**config.mk**
```make
export PLATFORM = sky130hd
export DESIGN_NAME = bram_read_arbiter
export DESIGN_NICKNAME = d
export VERILOG_FILES = /design/src/rtl/mcu_pkg.sv /design/src/rtl/rr_arbiter.sv /design/src/rtl/bram_read_arbiter.sv
export SDC_FILE = /design/constraint.sdc
export NUM_CORES = 1
export LEC_CHECK = 0
export ABC_AREA = 1
export BUFFER_PORTS_ARGS = -buffer_cell sky130_fd_sc_hd__buf_4
export CORE_MARGIN = 4
export CORE_UTILIZATION = 45
export DETAILED_ROUTE_END_ITERATION = 8
export PLACE_DENSITY = 0.78
export SYNTH_ARGS = -nofsm -noshare
export SYNTH_HDL_FRONTEND = slang
export SYNTH_SLANG_ARGS = --single-unit
```
**constraint.sdc**
```tcl
create_clock -name clk -period 3.1 [get_ports clk]
set_input_delay 0.31 -clock clk [delete_from_list [all_inputs] [get_ports clk]]
set_output_delay 0.31 -clock clk [all_outputs]
set_load 0.03 [all_outputs]
```
**src/rtl/mcu_pkg.sv**
```systemverilog
// Shared memory-control-unit definitions: width helpers, tag layout and the
// default BRAM read latency used by the BRAM wrappers and their arbiters.
package mcu_pkg;

  localparam int MCU_READ_LATENCY = 2;
  localparam int TAG_VALID_W      = 1;

  function automatic int clog2(input int value);
    int result;
    result = 0;
    for (int v = value - 1; v > 0; v = v >> 1) begin
      result++;
    end
    return result;
  endfunction

  // Index fields keep at least one bit so single-requester builds stay legal.
  function automatic int idx_width(input int num_req);
    return (clog2(num_req) < 1) ? 1 : clog2(num_req);
  endfunction

  // Tag layout is {valid, index}.
  function automatic int tag_width(input int num_req);
    return TAG_VALID_W + idx_width(num_req);
  endfunction

endpackage

```
**src/rtl/rr_arbiter.sv**
```systemverilog
// Combinational round-robin picker: first eligible index at or after ptr,
// wrapping; returns both a one-hot grant and its encoded index.
module rr_arbiter
  import mcu_pkg::*;
#(
  parameter int NUM_REQ = 4,
  parameter int IDX_W   = idx_width(NUM_REQ)
) (
  input  logic [NUM_REQ-1:0] elig,
  input  logic [IDX_W-1:0]   ptr,
  output logic [NUM_REQ-1:0] grant,
  output logic [IDX_W-1:0]   grant_idx
);

  int   cand;
  logic found;

  always_comb begin
    grant     = '0;
    grant_idx = '0;
    found     = 1'b0;
    cand      = 0;
    for (int off = 0; off < NUM_REQ; off++) begin
      cand = int'(ptr) + off;
      if (cand >= NUM_REQ) begin
        cand = cand - NUM_REQ;
      end
      for (int i = 0; i < NUM_REQ; i++) begin
        if (!found && (i == cand) && elig[i]) begin
          grant[i]  = 1'b1;
          grant_idx = IDX_W'(i);
          found     = 1'b1;
        end
      end
    end
  end

endmodule

```
**src/rtl/bram_read_arbiter.sv**
```systemverilog
// Shares one read-only BRAM port among NUM_REQ single-word readers, tracking
// each in-flight read with a tag pipeline and holding each reply until taken.
module bram_read_arbiter
  import mcu_pkg::*;
#(
  parameter int NUM_REQ      = 4,
  parameter int ADDR_WIDTH   = 32,
  parameter int DATA_WIDTH   = 16,
  parameter int READ_LATENCY = MCU_READ_LATENCY
) (
  input  logic                          clk,
  input  logic                          rst,
  input  logic                          arb_enable,
  input  logic [NUM_REQ-1:0]            req_valid,
  input  logic [NUM_REQ*ADDR_WIDTH-1:0] req_addr,
  output logic [NUM_REQ-1:0]            req_ready,
  output logic                          bram_en,
  output logic [ADDR_WIDTH-1:0]         bram_addr,
  input  logic [DATA_WIDTH-1:0]         bram_rddata,
  output logic [NUM_REQ-1:0]            rsp_valid,
  output logic [NUM_REQ*DATA_WIDTH-1:0] rsp_data,
  input  logic [NUM_REQ-1:0]            rsp_ready,
  output logic                          idle
);

  localparam int IDX_W = idx_width(NUM_REQ);
  localparam int TAG_W = tag_width(NUM_REQ);

  logic [IDX_W-1:0]                   ptr_q, ptr_d;
  logic [NUM_REQ-1:0]                 inflight, busy, elig, grant, tail_hit;
  logic [IDX_W-1:0]                   grant_idx;
  logic [READ_LATENCY-1:0][TAG_W-1:0] tag_q;
  logic [READ_LATENCY-1:0]            tag_valid;
  logic [TAG_W-1:0]                   tail_tag;
  logic                               tail_valid;
  logic [IDX_W-1:0]                   tail_idx;
  logic [ADDR_WIDTH-1:0]              sel_addr, addr_hold_q;

  assign tail_tag   = tag_q[READ_LATENCY-1];
  assign tail_valid = tail_tag[TAG_W-1];
  assign tail_idx   = tail_tag[IDX_W-1:0];

  always_comb begin
    tag_valid = '0;
    inflight  = '0;
    for (int s = 0; s < READ_LATENCY; s++) begin
      tag_valid[s] = tag_q[s][TAG_W-1];
      for (int i = 0; i < NUM_REQ; i++) begin
        if (tag_q[s][TAG_W-1] && (tag_q[s][IDX_W-1:0] == IDX_W'(i))) begin
          inflight[i] = 1'b1;
        end
      end
    end
  end

  // A requester stays ineligible until its held reply has been consumed.
  assign busy = inflight | rsp_valid;
  assign elig = req_valid & ~busy & {NUM_REQ{arb_enable}};

  rr_arbiter #(
    .NUM_REQ (NUM_REQ),
    .IDX_W   (IDX_W)
  ) u_rr (
    .elig      (elig),
    .ptr       (ptr_q),
    .grant     (grant),
    .grant_idx (grant_idx)
  );

  assign req_ready = grant;
  assign bram_en   = |grant;

  always_comb begin
    sel_addr = '0;
    for (int i = 0; i < NUM_REQ; i++) begin
      if (grant[i]) begin
        sel_addr = req_addr[i*ADDR_WIDTH +: ADDR_WIDTH];
      end
    end
  end

  assign bram_addr = bram_en ? sel_addr : addr_hold_q;

  always_comb begin
    ptr_d = ptr_q;
    if (bram_en) begin
      ptr_d = (grant_idx == IDX_W'(NUM_REQ - 1)) ? '0 : grant_idx + IDX_W'(1);
    end
  end

  always_ff @(posedge clk) begin
    if (rst) begin
      ptr_q       <= '0;
      addr_hold_q <= '0;
      tag_q       <= '0;
    end else begin
      ptr_q <= ptr_d;
      if (bram_en) begin
        addr_hold_q <= sel_addr;
      end
      tag_q[0] <= bram_en ? {1'b1, grant_idx} : '0;
      for (int s = 1; s < READ_LATENCY; s++) begin
        tag_q[s] <= tag_q[s-1];
      end
    end
  end

  genvar gi;
  generate
    for (gi = 0; gi < NUM_REQ; gi++) begin : g_rsp
      logic                  valid_q;
      logic [DATA_WIDTH-1:0] data_q;

      assign tail_hit[gi] = tail_valid && (tail_idx == IDX_W'(gi));

      always_ff @(posedge clk) begin
        if (rst) begin
          valid_q <= 1'b0;
          data_q  <= '0;
        end else if (tail_hit[gi]) begin
          valid_q <= 1'b1;
          data_q  <= bram_rddata;
        end else if (valid_q && rsp_ready[gi]) begin
          valid_q <= 1'b0;
        end
      end

      assign rsp_valid[gi]                            = valid_q;
      assign rsp_data[gi*DATA_WIDTH +: DATA_WIDTH]    = data_q;
    end
  endgenerate

  assign idle = ~|tag_valid & ~|rsp_valid;

  // Grants are withheld while busy, so a returning word never lands on a held one.
  assert property (@(posedge clk) disable iff (rst) !(|(tail_hit & rsp_valid)));
  assert property (@(posedge clk) disable iff (rst) $onehot0(req_ready));

endmodule

```
# Word-level counts from Yosys, hierarchy flattened
# Index checks and enable logic that the tools add are counted.
[word_totals]
ff_bits = 108
latch_bits = 0
ram_bits = 0
rom_bits = 0
input_bits = 155
output_inout_bits = 106
elab_cells = 196
n_memories = 0
[op_classes]
add_sub_neg = 8
mul = 0
div_mod_pow = 0
order_cmp = 4
eq_ne = 19
shifts = 0
muxes = 72
n_bitwise = 6
reduce_logical = 74
[ops]
columns = ["op", "n"]
rows = [
  ["$mux W32", 9],
  ["$eq A3 B32 Y1 const A", 8],
  ["$eq A2 B32 Y1 const A", 4],
  ["$logic_not A32 Y1", 4],
  ["$ge A32 B4 Y1 const B", 3],
  ["$sub A32 B4 Y32 const B", 3],
  ["$mux W1", 47],
  ["$logic_and A1 B1 Y1", 43],
  ["$mux W2", 15],
  ["$logic_not A1 Y1", 17],
  ["$eq A2 B2 Y1 const B", 5],
  ["$and A4 B4 Y4", 2],
  ["$reduce_bool A2 Y1", 4],
  ["$reduce_or A4 Y1", 2],
  ["$add A2 B2 Y3 const B", 2],
  ["$eq A2 B1 Y1 const B", 2],
  ["$logic_not A2 Y1", 2],
  ["$not A4 Y4", 1],
  ["$or A4 B4 Y4", 1],
  ["$reduce_or A2 Y1", 2],
  ["$sub A2 B3 Y4 const B", 1],
  ["$add A2 B1 Y3 const B", 1],
  ["$ge A2 B3 Y1 const B", 1],
  ["$mux W3", 1],
  ["3 further kinds", 3],
]

# Longest topological paths before layout
[logic_depth]
ltp_word = 73
ltp_mapped = 19
mapped_depth_nobuf = 18

# Cells and area by module
# From an unflattened synthesis, not the netlist that was laid out.
[hier_totals]
hier_cells = 833
hier_area_um2 = 5688.0
[by_module_without_submodules]
columns = ["module", "instances", "cells_per_inst", "area_each_um2", "seq_area_each_um2"]
rows = [
  ["bram_read_arbiter", 1, 766, 5328.9, 2162.1],
  ["rr_arbiter", 1, 67, 359.1, 0.0],
]

# Worst setup path before layout
# OpenSTA, ideal clock, no wires.
[synth_timing]
path_type = "reg2out"
start = "register tag_q, in the netlist tail_tag[2]"
end = "output bram_en"
arrival_ns = 2.241
t_required_ns = 2.790
slack_ns = 0.549
path_stages_with_launch = 15
n_path_buf = 0
path_cell_list = "dfxtp_1 > nand3_2 > nand4_2 > nand2_2 > nor2_4 > nand4_2 > nor2_4 > nand4_4 > nor2_4 > nand4_4 > nand2_1 > inv_1 > nand2_1 > nor2_1 > inv_1"
[synth_between]
elab_cells_between_ends = 89
cone_classes = "34 x mux; 4 x bitwise; 51 x reduce/logical"
[synth_rtl]
columns = ["element", "line_no", "source"]
rows = [
  ["from (decl)", "bram_read_arbiter.sv:32", "logic [READ_LATENCY-1:0][TAG_W-1:0] tag_q;"],
  ["from (signal, indexed assignment)", "bram_read_arbiter.sv:103", "tag_q[s] <= tag_q[s-1];"],
  ["$logic_and A1 B1 Y1", "bram_read_arbiter.sv:49", "if (tag_q[s][TAG_W-1] && (tag_q[s][IDX_W-1:0] == IDX_W'(i))) begin"],
  ["$mux W1", "bram_read_arbiter.sv:49", ""],
  ["$or A4 B4 Y4 *", "bram_read_arbiter.sv:57", "assign busy = inflight | rsp_valid;"],
  ["$not A4 Y4 *", "bram_read_arbiter.sv:58", "assign elig = req_valid & ~busy & {NUM_REQ{arb_enable}};"],
  ["$and A4 B4 Y4 * (2 in a row)", "bram_read_arbiter.sv:58", ""],
  ["$logic_and A1 B1 Y1", "rr_arbiter.sv:29", "if (!found && (i == cand) && elig[i]) begin"],
  ["$mux W1", "rr_arbiter.sv:29", ""],
  ["$logic_not A1 Y1", "rr_arbiter.sv:29", ""],
  ["[... 47 more ...]", "--", ""],
  ["$logic_not A1 Y1", "rr_arbiter.sv:29", ""],
  ["$logic_and A1 B1 Y1 (2 in a row)", "rr_arbiter.sv:29", ""],
  ["$mux W1", "rr_arbiter.sv:29", ""],
  ["$logic_not A1 Y1", "rr_arbiter.sv:29", ""],
  ["$logic_and A1 B1 Y1 (2 in a row)", "rr_arbiter.sv:29", ""],
  ["$mux W1 *", "rr_arbiter.sv:29", ""],
  ["named net req_ready[2]", "bram_read_arbiter.sv:16", "output logic [NUM_REQ-1:0] req_ready,"],
  ["$reduce_or A4 Y1 *", "bram_read_arbiter.sv:71", "assign bram_en = |grant;"],
  ["to (decl)", "bram_read_arbiter.sv:17", "output logic bram_en,"],
]
# The timed path passes the listed nets; every way through them passes the cells marked *.

# Worst setup path after layout
[layout_timing]
start = "register g_rsp[1].valid_q"
end = "output bram_addr[2]"
[layout_between]
elab_chain_len = 64
elab_cells_between_ends = 82
cone_classes = "34 x mux; 4 x bitwise; 44 x reduce/logical"
[layout_rtl]
columns = ["element", "line_no", "source"]
rows = [
  ["from (decl)", "bram_read_arbiter.sv:111", "logic valid_q;"],
  ["from (signal assigned)", "bram_read_arbiter.sv:118", "valid_q <= 1'b0;"],
  ["from (signal assigned)", "bram_read_arbiter.sv:121", "valid_q <= 1'b1;"],
  ["from (signal assigned)", "bram_read_arbiter.sv:124", "valid_q <= 1'b0;"],
  ["$or A4 B4 Y4 *", "bram_read_arbiter.sv:57", ""],
  ["$not A4 Y4 *", "bram_read_arbiter.sv:58", ""],
  ["$and A4 B4 Y4 * (2 in a row)", "bram_read_arbiter.sv:58", ""],
  ["$logic_and A1 B1 Y1", "rr_arbiter.sv:29", ""],
  ["$mux W1", "rr_arbiter.sv:29", ""],
  ["$logic_not A1 Y1", "rr_arbiter.sv:29", ""],
  ["$logic_and A1 B1 Y1 (2 in a row)", "rr_arbiter.sv:29", ""],
  ["$mux W1", "rr_arbiter.sv:29", ""],
  ["[... 44 more ...]", "--", ""],
  ["$logic_not A1 Y1", "rr_arbiter.sv:29", ""],
  ["$logic_and A1 B1 Y1 (2 in a row)", "rr_arbiter.sv:29", ""],
  ["$mux W1", "rr_arbiter.sv:29", ""],
  ["$logic_not A1 Y1", "rr_arbiter.sv:29", ""],
  ["$logic_and A1 B1 Y1 (2 in a row)", "rr_arbiter.sv:29", ""],
  ["$mux W1", "rr_arbiter.sv:29", ""],
  ["$reduce_or A4 Y1 / $mux W32 (equally long branches)", "bram_read_arbiter.sv:71, bram_read_arbiter.sv:76", ""],
  ["$mux W32 *", "--", ""],
  ["to (decl)", "bram_read_arbiter.sv:18", "output logic [ADDR_WIDTH-1:0] bram_addr,"],
]
# Every way passes the cells marked *; elsewhere a longest branch is shown, timed or not.

==> results.md <==
* Outcome: complete, but fails checks
* Num CTS Buffers at 9
* Register area share after synthesis at 0.384
* Post-route insts no fill at roughly 1300
* Die area at between 0.01 and 0.015 sq mm
* RSZ-0062 raised after global routing: true
* Hold path start: rsp_ready[3]
* Core Area at between 0.01 and 0.015 sq mm
* Setup tns final at -3.43 ns
* Die W at ~120 microns
* Max layer used: met4
* WP data required at 2.79 ns
* Slew HR at 0.569
* Overall Power at 9.61 mW
* Fill count at around 850
* Synth cell types at 29
* Routed len/inst at 17.5 microns
* Most used cell along the critical path: nor2_4
* Part of the power in the clock network at 0.120
* Max clock buf depth at 2
* Synth Net Count at 998
* Detail Placement HPWL at 14400 microns
* Ant diodes at 0
* Fmax at 309 MHz
* Cell count after synthesis at roughly 840
* Setup violators final at 32
* Worst-Margin Slew at between 0.6 and 0.7 ns
* Met2 WL at about 12000 microns
* H-tree depth at 3
* Worst reg2reg setup slack at approximately 0.23 ns
* Final period utilization at 1.04
* GRT Residual Overflow at 0
* IO Count at 261
* Post-route ant nets at 0
* Worst setup path startpoint: g_rsp[1].valid_q
* Slew Viols, Final at 0
* Number of global-route vias before repair at 6058
* Number of I/O port buffers at 260
* Cell Area, Synth at between 0.005 and 0.006 sq mm
* Leak at 4.83 nW
* Die span in y at around 120 microns
* Max-cap violations at 0
* P_sw at ~4.4 mW
* CTS root buf: clkbuf_16
* Clock Skew at 0.00707 ns
* Placer Congestion at about 0.96
* Pin count of the biggest net entering global routing at ~70
* Hold Path Sink: g_rsp[3].valid_q
* DP Area at ~0.008 sq mm
* Failing checks: negative setup slack
* CP startpoint kind: flop
* CP Capture Type: output pin
* M1 wire length at 8770 microns
* Hold-critical path depth at 3
* DRC viols at 0
* Clock Latency Late Sink at 0.36 ns
* Final instance area at roughly 0.0095 sq mm
* Final wirelength at ~23000 microns
* CTS clk-pin slew, worst paths at about 0.070 ns
* FF-to-FF End: addr_hold_q[2]
* Pre-Repair DR Iteration Count at 8
* P_int at between 5 and 6 mW
* Iter 0 DRT Violations at slightly below 500
* Min Tclk post-route at 3.23 ns
* # nets final at between 1000 and 1500
* Rows at 40
* First-pass GRT wire length at ~31000 microns
* Setup WS post-layout at -0.135 ns
* Met3 WL at 2100 microns
* Slowest library cell on the worst path: dfxtp_2
* CTS tree: yes
* DR vias at 6826
* Initial Utilization at 0.464
* Avg Cell Area, Syn at about 6.7 sq um
* Flip-flop and latch count after synthesis at 108
* Yosys warns at 0
* Crit-path max FO at 8
* Crit path kind: flop to output pin
* Final hold vios at 0
* Comb power frac at 0.681
* CTS sink count at 108
* Initial antenna violation count at 0
* Tightest Hold Check Type: input pin to flop
* Largest stage delay, worst path at roughly 0.34 ns
* PD cells at approximately 1000 mW/mm^2
* Routed vias/inst at between 5 and 6
* Share of layout cells above drive strength 1 at 0.455
* Reg2reg path depth at 23
* Reg2reg start: g_rsp[1].valid_q
* DP Cell Count at around 1300
* Total GRT Usage at 0.273
* Worst VDD drop at 981 uV
* Switch share at 0.462
* CP cell instances: inv_2 -> nand2_2 -> nor2_2 -> buf_4 -> nand4_4 -> nand2_4 -> nor2_4 -> nand4_4 -> nor2_4 -> nand4_4 -> nor2_4 -> buf_4 -> nand3_2 -> nor2_4 -> buf_6 -> nor2_4 -> clkbuf_16 -> nand3_1 -> nand3_2 -> buf_6
* Util after Layout at 0.788
* Sequential Power Share at 0.199
* P&R area growth vs syn at 69.6%
* CP arrival at about 2.9 ns
## layer usage
layer | up-vias | GRT usage
li1 | 3255 | -
met1 | 3178 | 0.326
met2 | 332 | 0.469
met3 | 61 | 0.0787
met4 | 0 | 0.0966
met5 | - | 0
## worst max-delay path: cells and delay by family, from the launching register on
family / cells / cell delay (ns)
buffers and inverters: 6 / 0.79
flip-flops: 1 / 0.34
AND/OR/NAND/NOR: 14 / 1.44
## how the worst max path moves through the flow
stage	slack, ns	depth (start not counted)	to
after floorplan	0.55	14	bram_en
after global placement	0.20	16	bram_addr[11]
after detailed placement	0.11	17	bram_en
after CTS	-0.03	17	bram_addr[29]
after global routing	-0.29	20	bram_addr[2]
final	-0.13	20	bram_addr[2]
## through the flow
step,hold WS (ns),worst slack [ns]
after global routing,0.221,-0.286
after floorplan,0.456,0.549
after detailed placement,0.435,0.108
after CTS,0.196,-0.0284
final,0.216,-0.135
after global placement,0.431,0.198
## cells in the final DEF, fill, tap and decap left out, types with 14 or more instances in the layout
cell and n:
a21oi_1 50, buf_4 285, buf_6 42, clkbuf_16 17, dfxtp_1 96, inv_1 98
nand2_1 155, nand2_2 27, nand3_1 14, nand3_2 49, nand3_4 18, nor2_1 147
o21ai_0 65
## final cells by class
type | count | area, sq um | share of cell area
clock inverter | 6 | 52.6 | 0.00551
clock buffer | 10 | 239 | 0.0251
multi-input combinational | 574 | 3280 | 0.344
tap | 168 | 210 | 0.0220
timing repair buffer | 349 | 3110 | 0.326
inverter | 117 | 454 | 0.0476
sequential | 108 | 2190 | 0.230
## state kept, by name, summed over array words and instances (netlist names)
register,flops
g_rsp.valid_q,4
tail_tag,3
g_rsp.data_q,64
addr_hold_q,32
tag_q,3
ptr_q,2
## kinds of logic (layout without fill, tap and decap cells)
logic type	after synthesis	after routing	share of synthesized area
flip-flops	108	108	0.384
AO/OA/AOI/OAI	117	117	0.105
buffers and inverters	162	482	0.121
AND/OR/NAND/NOR	456	457	0.390
## cell usage after synthesis, drive strengths merged
cell type	instances	area share
dfxtp	108	0.38
nor2	171	0.12
nand3	81	0.10
nand4	11	0.023
nor3b	2	0.0027
buf	27	0.030
a21oi	50	0.044
or2	1	0.0011
o31ai	1	0.0013
clkinv	1	0.00067
inv	116	0.078
a31oi	1	0.0011
o21ai	65	0.058
nor3	3	0.0027
nand2	187	0.14
clkbuf	18	0.012
## power by group through the flow
stage / combinational, mW / clock, mW / sequential [mW]
after global routing: 6.89 / 1.22 / 1.94
after global placement: 4.66 / 0 / 1.81
after CTS: 5.37 / 1.16 / 1.81
final: 6.54 / 1.15 / 1.91
after floorplan: 2.77 / 0 / 1.93
after detailed placement: 4.70 / 0 / 1.83
## what timing repair did
item                                   4_1_cts  5_1_grt
gates cloned                                 3       11
buffers inserted                            11       22
resized for setup                           64      120
setup endpoints to repair                   34       34
endpoints found under the hold margin        0        0
hold buffers                                 0        0
pin swaps                                   10       32
No activity file was read; power rests on OpenSTA's default activity.
